===== config.mk =====
export PLATFORM = sky130hd
export DESIGN_NAME = div_unit_flat
export DESIGN_NICKNAME = d
export VERILOG_FILES = /design/src/rtl/div_unit_if.sv /design/src/rtl/div_unit.sv /design/src/flat_wrapper.sv
export SDC_FILE = /design/constraint.sdc
export NUM_CORES = 1
export LEC_CHECK = 0
export ABC_AREA = 1
export CAP_MARGIN = 20
export CORE_ASPECT_RATIO = 0.5
export CORE_UTILIZATION = 38
export CTS_BUF_LIST = sky130_fd_sc_hd__clkbuf_8 sky130_fd_sc_hd__clkbuf_16
export CTS_CLUSTER_DIAMETER = 60
export CTS_CLUSTER_SIZE = 30
export DETAILED_ROUTE_END_ITERATION = 8
export GPL_ROUTABILITY_DRIVEN = 0
export PLACE_DENSITY = 0.65
export SYNTH_ARGS = -nofsm -noshare
export SYNTH_HDL_FRONTEND = slang
export SYNTH_SLANG_ARGS = --single-unit

===== constraint.sdc =====
create_clock -name clk -period 4.49 [get_ports clk]
set_clock_uncertainty 0.05 [all_clocks]
set_input_delay 0.6735 -clock clk [delete_from_list [all_inputs] [get_ports clk]]
set_output_delay 0.6735 -clock clk [all_outputs]
set_load 0.02 [all_outputs]

===== src/rtl/div_unit_if.sv =====
// Handshake/bus bundle between the EX stage and the iterative divider.
interface div_unit_if #(
  parameter int unsigned XLEN = 32
);
  logic            start_i;
  logic [1:0]      op_i;
  logic [XLEN-1:0] dividend_i;
  logic [XLEN-1:0] divisor_i;
  logic            annul_i;
  logic            stall_i;
  logic [XLEN-1:0] result_o;
  logic            ready_o;
  logic            busy_o;
  logic            stallreq_o;

  // EX-stage / controller side
  modport master (
    output start_i, op_i, dividend_i, divisor_i, annul_i, stall_i,
    input  result_o, ready_o, busy_o, stallreq_o
  );

  // Divider side
  modport slave (
    input  start_i, op_i, dividend_i, divisor_i, annul_i, stall_i,
    output result_o, ready_o, busy_o, stallreq_o
  );
endinterface


===== src/rtl/div_unit.sv =====
// Iterative radix-2 restoring divider for RV32M DIV/DIVU/REM/REMU.
// Optional macro DIV_EARLY_OUT_EN: divide-by-zero, signed overflow and
// |dividend| < |divisor| finish straight from IDLE in one edge.
module div_unit #(
  parameter int unsigned XLEN = 32
) (
  input  logic      clk,
  input  logic      rst,
  div_unit_if.slave bus
);
  localparam int unsigned CW = $clog2(XLEN);
  localparam logic [CW-1:0] CNT_LAST = CW'(XLEN - 1);

  typedef enum logic [1:0] {IDLE, CALC, DONE} state_e;

  state_e          state_q, state_d;
  logic [CW-1:0]   cnt_q, cnt_d;
  logic [1:0]      op_q, op_d;
  logic [XLEN-1:0] div_q, div_d;
  logic [XLEN-1:0] rem_q, rem_d;
  logic [XLEN-1:0] quo_q, quo_d;
  logic [XLEN-1:0] result_q, result_d;
  logic            qneg_q, qneg_d;
  logic            rneg_q, rneg_d;
  logic            ready_q, ready_d;
  logic            busy_q, busy_d;

  // Operand magnitudes and signs for the incoming request
  logic            signed_op, a_neg, b_neg, b_zero;
  logic [XLEN-1:0] a_abs, b_abs;
  assign signed_op = ~bus.op_i[0];
  assign a_neg     = signed_op & bus.dividend_i[XLEN-1];
  assign b_neg     = signed_op & bus.divisor_i[XLEN-1];
  assign b_zero    = (bus.divisor_i == '0);
  assign a_abs     = a_neg ? ('0 - bus.dividend_i) : bus.dividend_i;
  assign b_abs     = b_neg ? ('0 - bus.divisor_i) : bus.divisor_i;

  // One restoring step; XLEN+1-bit compare covers magnitude 0x80000000
  logic [XLEN:0]   rem_sh, diff;
  logic            ge;
  logic [XLEN-1:0] rem_nx, quo_nx, quo_fix, rem_fix;
  assign rem_sh  = {rem_q, quo_q[XLEN-1]};
  assign diff    = rem_sh - {1'b0, div_q};
  assign ge      = ~diff[XLEN];
  assign rem_nx  = ge ? diff[XLEN-1:0] : rem_sh[XLEN-1:0];
  assign quo_nx  = {quo_q[XLEN-2:0], ge};
  assign quo_fix = qneg_q ? ('0 - quo_nx) : quo_nx;
  assign rem_fix = rneg_q ? ('0 - rem_nx) : rem_nx;

`ifdef DIV_EARLY_OUT_EN
  // Cases whose result is known without iterating
  logic            ovf, small, early;
  logic [XLEN-1:0] early_res;
  assign ovf   = signed_op & (bus.dividend_i == {1'b1, {(XLEN-1){1'b0}}})
                 & (&bus.divisor_i);
  assign small = (a_abs < b_abs);
  assign early = b_zero | ovf | small;
  assign early_res = bus.op_i[1] ? (ovf ? '0 : bus.dividend_i)
                   : (b_zero ? '1 : (ovf ? {1'b1, {(XLEN-1){1'b0}}} : '0));
`endif

  // Next-state and datapath control
  always_comb begin
    state_d  = state_q;
    cnt_d    = cnt_q;
    op_d     = op_q;
    div_d    = div_q;
    rem_d    = rem_q;
    quo_d    = quo_q;
    result_d = result_q;
    qneg_d   = qneg_q;
    rneg_d   = rneg_q;
    ready_d  = ready_q;

    case (state_q)
      IDLE: begin
        if (bus.start_i) begin
          op_d    = bus.op_i;
          div_d   = b_abs;
          // Zero divisor keeps the raw dividend so REM returns it unchanged
          quo_d   = b_zero ? bus.dividend_i : a_abs;
          rem_d   = '0;
          qneg_d  = ~b_zero & (a_neg ^ b_neg);
          rneg_d  = ~b_zero & a_neg;
          cnt_d   = '0;
          state_d = CALC;
`ifdef DIV_EARLY_OUT_EN
          if (early) begin
            result_d = early_res;
            ready_d  = 1'b1;
            state_d  = DONE;
          end
`endif
        end
      end
      CALC: begin
        rem_d = rem_nx;
        quo_d = quo_nx;
        cnt_d = CW'(cnt_q + CW'(1));
        if (cnt_q == CNT_LAST) begin
          result_d = op_q[1] ? rem_fix : quo_fix;
          ready_d  = 1'b1;
          state_d  = DONE;
        end
      end
      DONE: begin
        if (!bus.stall_i) begin
          ready_d = 1'b0;
          state_d = IDLE;
        end
      end
      default: begin
        ready_d = 1'b0;
        state_d = IDLE;
      end
    endcase

    // Flush of the EX instruction aborts whatever is in flight
    if (bus.annul_i) begin
      ready_d = 1'b0;
      state_d = IDLE;
    end

    busy_d = (state_d != IDLE);
  end

  // State and datapath registers with synchronous active-low reset
  always_ff @(posedge clk) begin
    if (!rst) begin
      state_q  <= IDLE;
      cnt_q    <= '0;
      op_q     <= '0;
      div_q    <= '0;
      rem_q    <= '0;
      quo_q    <= '0;
      result_q <= '0;
      qneg_q   <= 1'b0;
      rneg_q   <= 1'b0;
      ready_q  <= 1'b0;
      busy_q   <= 1'b0;
    end else begin
      state_q  <= state_d;
      cnt_q    <= cnt_d;
      op_q     <= op_d;
      div_q    <= div_d;
      rem_q    <= rem_d;
      quo_q    <= quo_d;
      result_q <= result_d;
      qneg_q   <= qneg_d;
      rneg_q   <= rneg_d;
      ready_q  <= ready_d;
      busy_q   <= busy_d;
    end
  end

  assign bus.result_o   = result_q;
  assign bus.ready_o    = ready_q;
  assign bus.busy_o     = busy_q;
  assign bus.stallreq_o = bus.start_i & ~ready_q & ~bus.annul_i;
endmodule


===== src/flat_wrapper.sv =====
// flat-port wrapper written by rule: the top's interface ports become plain ports
module div_unit_flat 
#(
  parameter int unsigned XLEN = 32
)
  (clk, rst, bus_start_i, bus_op_i, bus_dividend_i, bus_divisor_i, bus_annul_i, bus_stall_i, bus_result_o, bus_ready_o, bus_busy_o, bus_stallreq_o);
  div_unit_if #(.XLEN(XLEN)) bus_i ();
  input  logic clk;
  input  logic rst;
  input wire logic [$bits(bus_i.start_i)-1:0] bus_start_i;
  input wire logic [$bits(bus_i.op_i)-1:0] bus_op_i;
  input wire logic [$bits(bus_i.dividend_i)-1:0] bus_dividend_i;
  input wire logic [$bits(bus_i.divisor_i)-1:0] bus_divisor_i;
  input wire logic [$bits(bus_i.annul_i)-1:0] bus_annul_i;
  input wire logic [$bits(bus_i.stall_i)-1:0] bus_stall_i;
  output wire logic [$bits(bus_i.result_o)-1:0] bus_result_o;
  output wire logic [$bits(bus_i.ready_o)-1:0] bus_ready_o;
  output wire logic [$bits(bus_i.busy_o)-1:0] bus_busy_o;
  output wire logic [$bits(bus_i.stallreq_o)-1:0] bus_stallreq_o;
  assign bus_i.start_i = bus_start_i;
  assign bus_i.op_i = bus_op_i;
  assign bus_i.dividend_i = bus_dividend_i;
  assign bus_i.divisor_i = bus_divisor_i;
  assign bus_i.annul_i = bus_annul_i;
  assign bus_i.stall_i = bus_stall_i;
  assign bus_result_o = bus_i.result_o;
  assign bus_ready_o = bus_i.ready_o;
  assign bus_busy_o = bus_i.busy_o;
  assign bus_stallreq_o = bus_i.stallreq_o;
  div_unit #(.XLEN(XLEN)) u_core (.clk(clk), .rst(rst), .bus(bus_i));
endmodule

# Word-level counts from Yosys, hierarchy flattened
# Index checks and enable logic that the tools add are counted.
# totals
reg_bits,141
inputBits,71
output_inout_bits,35
elab_cells,67
# classes
add_sub_neg,6
eq_ne,6
mux,21
n_bitwise,14
reduce_logical,9
# op_table
cell,count
$mux W32,9
$pmux W32 S2,2
$sub A1 B32 Y32 const A,4
$sub A33 B32 Y33,1
$logic_not A32 Y1,1
$pmux W5 S2,1
$mux W2,4
$not A1 Y1,7
$and A1 B1 Y1,6
$pmux W2 S3,1
$reduce_and A2 Y1,3
$add A5 B1 Y5 const B,1
$eq A5 B5 Y1 const B,1
$mux W5,1
$ne A2 B2 Y1 const B,2
$reduce_bool A2 Y1,2
$pmux W1 S3,1
$reduce_and A3 Y1,1
$eq A2 B1 Y1 const B,1
$eq A2 B2 Y1 const B,1
$logic_not A2 Y1,1
$mux W1,2
$ne A2 B1 Y1 const B,1
$reduce_or A2 Y1,1
$xor A1 B1 Y1,1

# Longest topological paths before layout
# logic_depth
ltp_word,6
depth_mapped,30
depth_no_buf,28

# Least setup slack after synthesis
# Ideal clock, no wire load.
# synth_path
path_kind,register to register
from,register u_core.quo_q[31]
to,"register u_core.result_q[30], in the netlist u_core.bus.result_o[30]"
setup_ps,122
t_arrival_ps,3830
required_ps,4318
setup_slack_ps,488
path_stages_with_launch,31
path_buffers,2
period_less_slack_ps,4002
cell_sequence,dfxtp_1 inv_1 ha_1 fa_1 inv_1 nand2_1 nand2_1 nand3_1 nand2_1 nand2_1 nand2_2 nand2_4 nand2_8 nand2_4 nand2_4 buf_8 buf_6 ha_1 nand3_1 nor3_1 nand2_1 nor2_1 nand4_1 nor3_1 nand4_1 nand2_1 nand2_1 o21ai_0 a21oi_1 nor2_1 a21oi_2
# synth_via
elab_chain_len,5
elab_cells_between_ends,8
cone_classes,add/sub (3); mux (4); bitwise (1)
# synth_lines
element,line_no,source
start: declaration,div_unit.sv:21,"logic [XLEN-1:0] quo_q, quo_d;"
start signal: assignment,div_unit.sv:147,quo_q <= quo_d;
$sub A33 B32 Y33,div_unit.sv:43,"assign diff = rem_sh - {1'b0, div_q};"
$mux W32 / $not A1 Y1 (equally long branches),"div_unit.sv:45, div_unit.sv:44",
"$sub A1 B32 Y32, on equally long branches","div_unit.sv:48, div_unit.sv:47",
"$mux W32, on equally long branches","div_unit.sv:48, div_unit.sv:47",
$mux W32 *,div_unit.sv:101,result_d = op_q[1] ? rem_fix : quo_fix;
end signal: assignment,div_unit.sv:148,result_q <= result_d;
end: declaration,div_unit.sv:22,"logic [XLEN-1:0] result_q, result_d;"
# Every way passes the cells marked *; elsewhere a longest branch is shown, timed or not.
# A chain may end at the register's enable or synchronous reset.

# Worst setup path in the final report
# Same ends and word-level chain as after synthesis.

==> key figures <==
Clock network
  – # clock sinks: between 100 and 150
  – Post-CTS Hold Fix Bufs: 0
  – Clock latency on the worst-skew pair: ~0.45 ns
  – Clock Root Buffer: clkbuf_16
  – Post-CTS setup buffers: 0
  – H-Tree Depth: 4
  – Worst-path clk slew: 0.07 ns
  – CTS tree: built
  – Num CTS Buffers: 17
  – Post-cts resize count: 0
  – CTS max path bufs: 2

Global route
  – Largest net degree at the start of global routing: 77
  – Gr usage total: approximately a quarter
  – First-pass GRT wire length: between 60 and 70 mm
  – Initial antenna violation count: 0
  – Vias in the first global route: about 12000
  – GRT Residual Overflow: 0

Timing
  – Period utilization: around nine tenths
  – Worst slew pin tran: approximately 0.84 ns
  – Final Hold Vio Count: 0
  – Final WS setup: ~0.43 ns
  – Final Critical Period: about 4.1 ns
  – RSZ-0062 raised after global routing: yes
  – FMAX: 0.246 GHz
  – # setup viols final: 0
  – Slew HR: 44.0%
  – Final Max Tran Viols: 0

Yosys
  – Warnings, synthesis: 0
  – Mapped Avg Cell Area: just under 6 um2
  – Cells after Synth: approximately 2000
  – #FFs+latches synth: 140
  – Syn_nets: about 2100
  – Synth cell types: 52
  – Syn Std Cell Area: 11900 um2
  – Sequential-to-total area share from yosys stat: 23.5%

Run
  – Max Cap Viol: 0

Drt
  – Via-per-instance ratio: between 5 and 6
  – Final wirelength: roughly 39 mm
  – DRT iter0 DRCs: approximately 1300
  – Drt drc: 0
  – Vias: between 10000 and 15000
  – DRT Pass-1 Iters: 6
  – Per-cell routed wire length: ~15 um
  – ANT nets after route: 0

Floorplanning
  – Die width: approximately 250 um
  – Ports: 106
  – Row count: between 40 and 50
  – Core area: 30600 um2
  – Initial core utilization: between 30% and 40%
  – Die height: ~130 um
  – Die Area: approximately 32000 um2

Pwr
  – PwrDens: 269 nW/um2
  – Worst IR Drop VDD: 0.231 mV
  – Part of the power in combinational logic: a little under a quarter
  – Cell Int Power: roughly 2.5 mW
  – Reg power frac: approximately 36%
  – Switching share of power: about a third
  – Leakage: 6.70 nW
  – Clock share of power: 41.4%
  – Sw Pwr: 1.22 mW
  – Pwr Total: between 3 and 4 mW

Placement
  – Dpl cell area: 13300 um2
  – Number of I/O port buffers: between 100 and 150
  – Dpl ws: 0.231 ns
  – Detailed placement HPWL: 29.9 mm

Setup path
  – Critical path data arrival time: approximately 4.4 ns
  – Critical Path RT: between 4 and 5 ns
  – Reg2reg path depth: 28
  – R2R Path End: u_core.bus.result_o[30]$_SDFFE_PN0P_
  – Critical path type: flop to flop
  – Critical Path Fanout Max: 4
  – Worst R2R Setup Slack: 0.43 ns
  – Critical-path top delay cell: dfxtp_1
  – Worst setup SP type: flop
  – Worst r2r src: u_core.quo_q[31]$_SDFFE_PN0P_
  – CP max stage delay: 0.40 ns
  – CP Capture Type: flop
  – Cell mode on critical path: nand2_1

Worst hold path
  – Hold path depth: 2
  – Worst hold path class: flop to flop
  – Worst hold start: u_core.cnt_q[4]$_SDFFE_PN0P_
  – Worst Hold Path EP: u_core.cnt_q[4]$_SDFFE_PN0P_

Final layout
  – Antenna diode count: 0
  – Area delta synth->final: 16.9%
  – Final nets: 2198
  – Final Cell Area: 14000 um2
  – Layout cell share with drive strength beyond 1: under 10%

Outcome
  – Status: finished, final reports clean
[routing by layer]
layer  part of all wire [%]  vias up  GRT usage (%)
li1                       -     6674              -
met1                     48     6006           34.4
met2                     43      402           38.5
met3                    7.0       38           4.46
met4                    1.9        0           6.24
met5                      0        -              0
[sequential cells by signal (all words and copies together) (netlist names), 2 cells and up]
register             cells
u_core.state_q           2
u_core.quo_q            32
u_core.cnt_q             5
u_core.div_q            32
u_core.rem_q            32
u_core.bus.result_o     32
[through the flow]
| step | TNS, ns | hold WS, ns | util [%] | std cells |
|---|---|---|---|---|
| after floorplan | 0 | 0.393 | - | 2023 |
| after global placement | 0 | 0.404 | 43.4 | 2492 |
| after detailed placement | 0 | 0.410 | 43.4 | 2492 |
| after CTS | 0 | 0.419 | 45.5 | 2524 |
| after global routing | -0.0546 | 0.437 | 45.6 | 2524 |
| final | 0 | 0.418 | 45.6 | 2524 |
[worst max path at each step]
| stage | endpoint | cells after the start | start | slack [ns] |
|---|---|---|---|---|
| floorplan | u_core.bus.result_o[30]$_SDFFE_PN0P_ | 30 | u_core.quo_q[31]$_SDFFE_PN0P_ | 0.49 |
| global placement | u_core.bus.result_o[30]$_SDFFE_PN0P_ | 28 | u_core.quo_q[31]$_SDFFE_PN0P_ | 0.33 |
| detailed placement | u_core.bus.result_o[30]$_SDFFE_PN0P_ | 28 | u_core.quo_q[31]$_SDFFE_PN0P_ | 0.23 |
| CTS | u_core.bus.result_o[30]$_SDFFE_PN0P_ | 28 | u_core.quo_q[31]$_SDFFE_PN0P_ | 0.18 |
| global route | u_core.bus.result_o[30]$_SDFFE_PN0P_ | 28 | u_core.quo_q[31]$_SDFFE_PN0P_ | -0.05 |
| finish | u_core.bus.result_o[30]$_SDFFE_PN0P_ | 28 | u_core.quo_q[31]$_SDFFE_PN0P_ | 0.43 |
[Yosys cell counts, drive strengths merged]
master	n	area share [%]
a31oi	48	2.5
clkinv	2	0.063
nor3b	1	0.063
o31ai	3	0.19
or2	12	0.63
a21oi	162	7.0
nor3	27	1.2
nand4	23	1.2
clkbuf	54	1.7
o21a	1	0.063
buf	21	1.4
ha	38	4.0
o21ai	132	5.9
inv	266	8.4
o211ai	7	0.44
nand3b	12	0.75
nand2	628	21
fa	1	0.17
dfxtp	140	23
nor2	210	7.2
and2	4	0.23
a221oi	3	0.22
o221ai	8	0.59
a21boi	1	0.063
a21o	2	0.13
nor4	7	0.37
nand3	151	6.7
xnor2	18	1.3
o21bai	7	0.44
a22oi	2	0.13
xor2	32	2.3
[critical path: cells and delay by family, from the launching register on]
family,cells,cell delay (ns)
buffers and inverters,2,0.15
flip-flops,1,0.40
adder cells (fa/ha/maj),3,0.80
AND/OR/NAND/NOR,20,2.26
AO/OA/AOI/OAI,3,0.27
[final cells by class]
| cell class | count | area [um2] |
|---|---|---|
| clock buffers | 18 | 439 |
| inverters | 268 | 1010 |
| well taps | 423 | 529 |
| clock inverters | 14 | 194 |
| flip-flops and latches | 140 | 2800 |
| fillers | 3295 | 16700 |
| multi-input cells | 1540 | 7800 |
| repair buffers | 121 | 1190 |
[cells by family (layout without fill, tap and decap cells)]
logic type	after synthesis	after routing	share of synthesized area (%)
AOI/OAI and AO/OA	376	376	17.7
xor gates and xnor gates	50	50	3.67
adders and majority gates	39	39	4.15
buffers and inverters	343	421	11.5
DFF	140	140	23.5
and+or+nand+nor	1075	1075	39.5
[power by group through the flow]
stage	combinational, mW	clock (mW)	sequential, mW
floorplan	0.582	0	1.35
global placement	0.831	0	1.37
detailed placement	0.834	0	1.37
CTS	0.840	1.57	1.35
global route	0.952	1.62	1.36
finish	0.849	1.56	1.35
[placed cells by master, fill, tap and decap left out, types with 3 or more instances in the layout]
cell type and instances:
a21oi_1 156, a21oi_2 5, a221oi_1 3, a31oi_1 48
and2_1 3, buf_4 13, bufinv_16 4, clkbuf_16 17
clkdlybuf4s50_1 104, clkinvlp_4 3, dfxtp_1 140, ha_1 38
inv_1 261, inv_2 6, nand2_1 597, nand2_2 18
nand2_4 10, nand2_8 3, nand3_1 145, nand3_2 4
nand3b_1 12, nand4_1 23, nor2_1 195, nor2_2 7
nor2_4 7, nor3_1 24, nor4_1 7, o211ai_1 7
o21ai_0 116, o21ai_1 7, o21ai_2 8, o21bai_1 7
o221ai_1 8, o31ai_1 3, or2_2 10, xnor2_1 18
xor2_1 32
(Power assumes the default switching activity.)
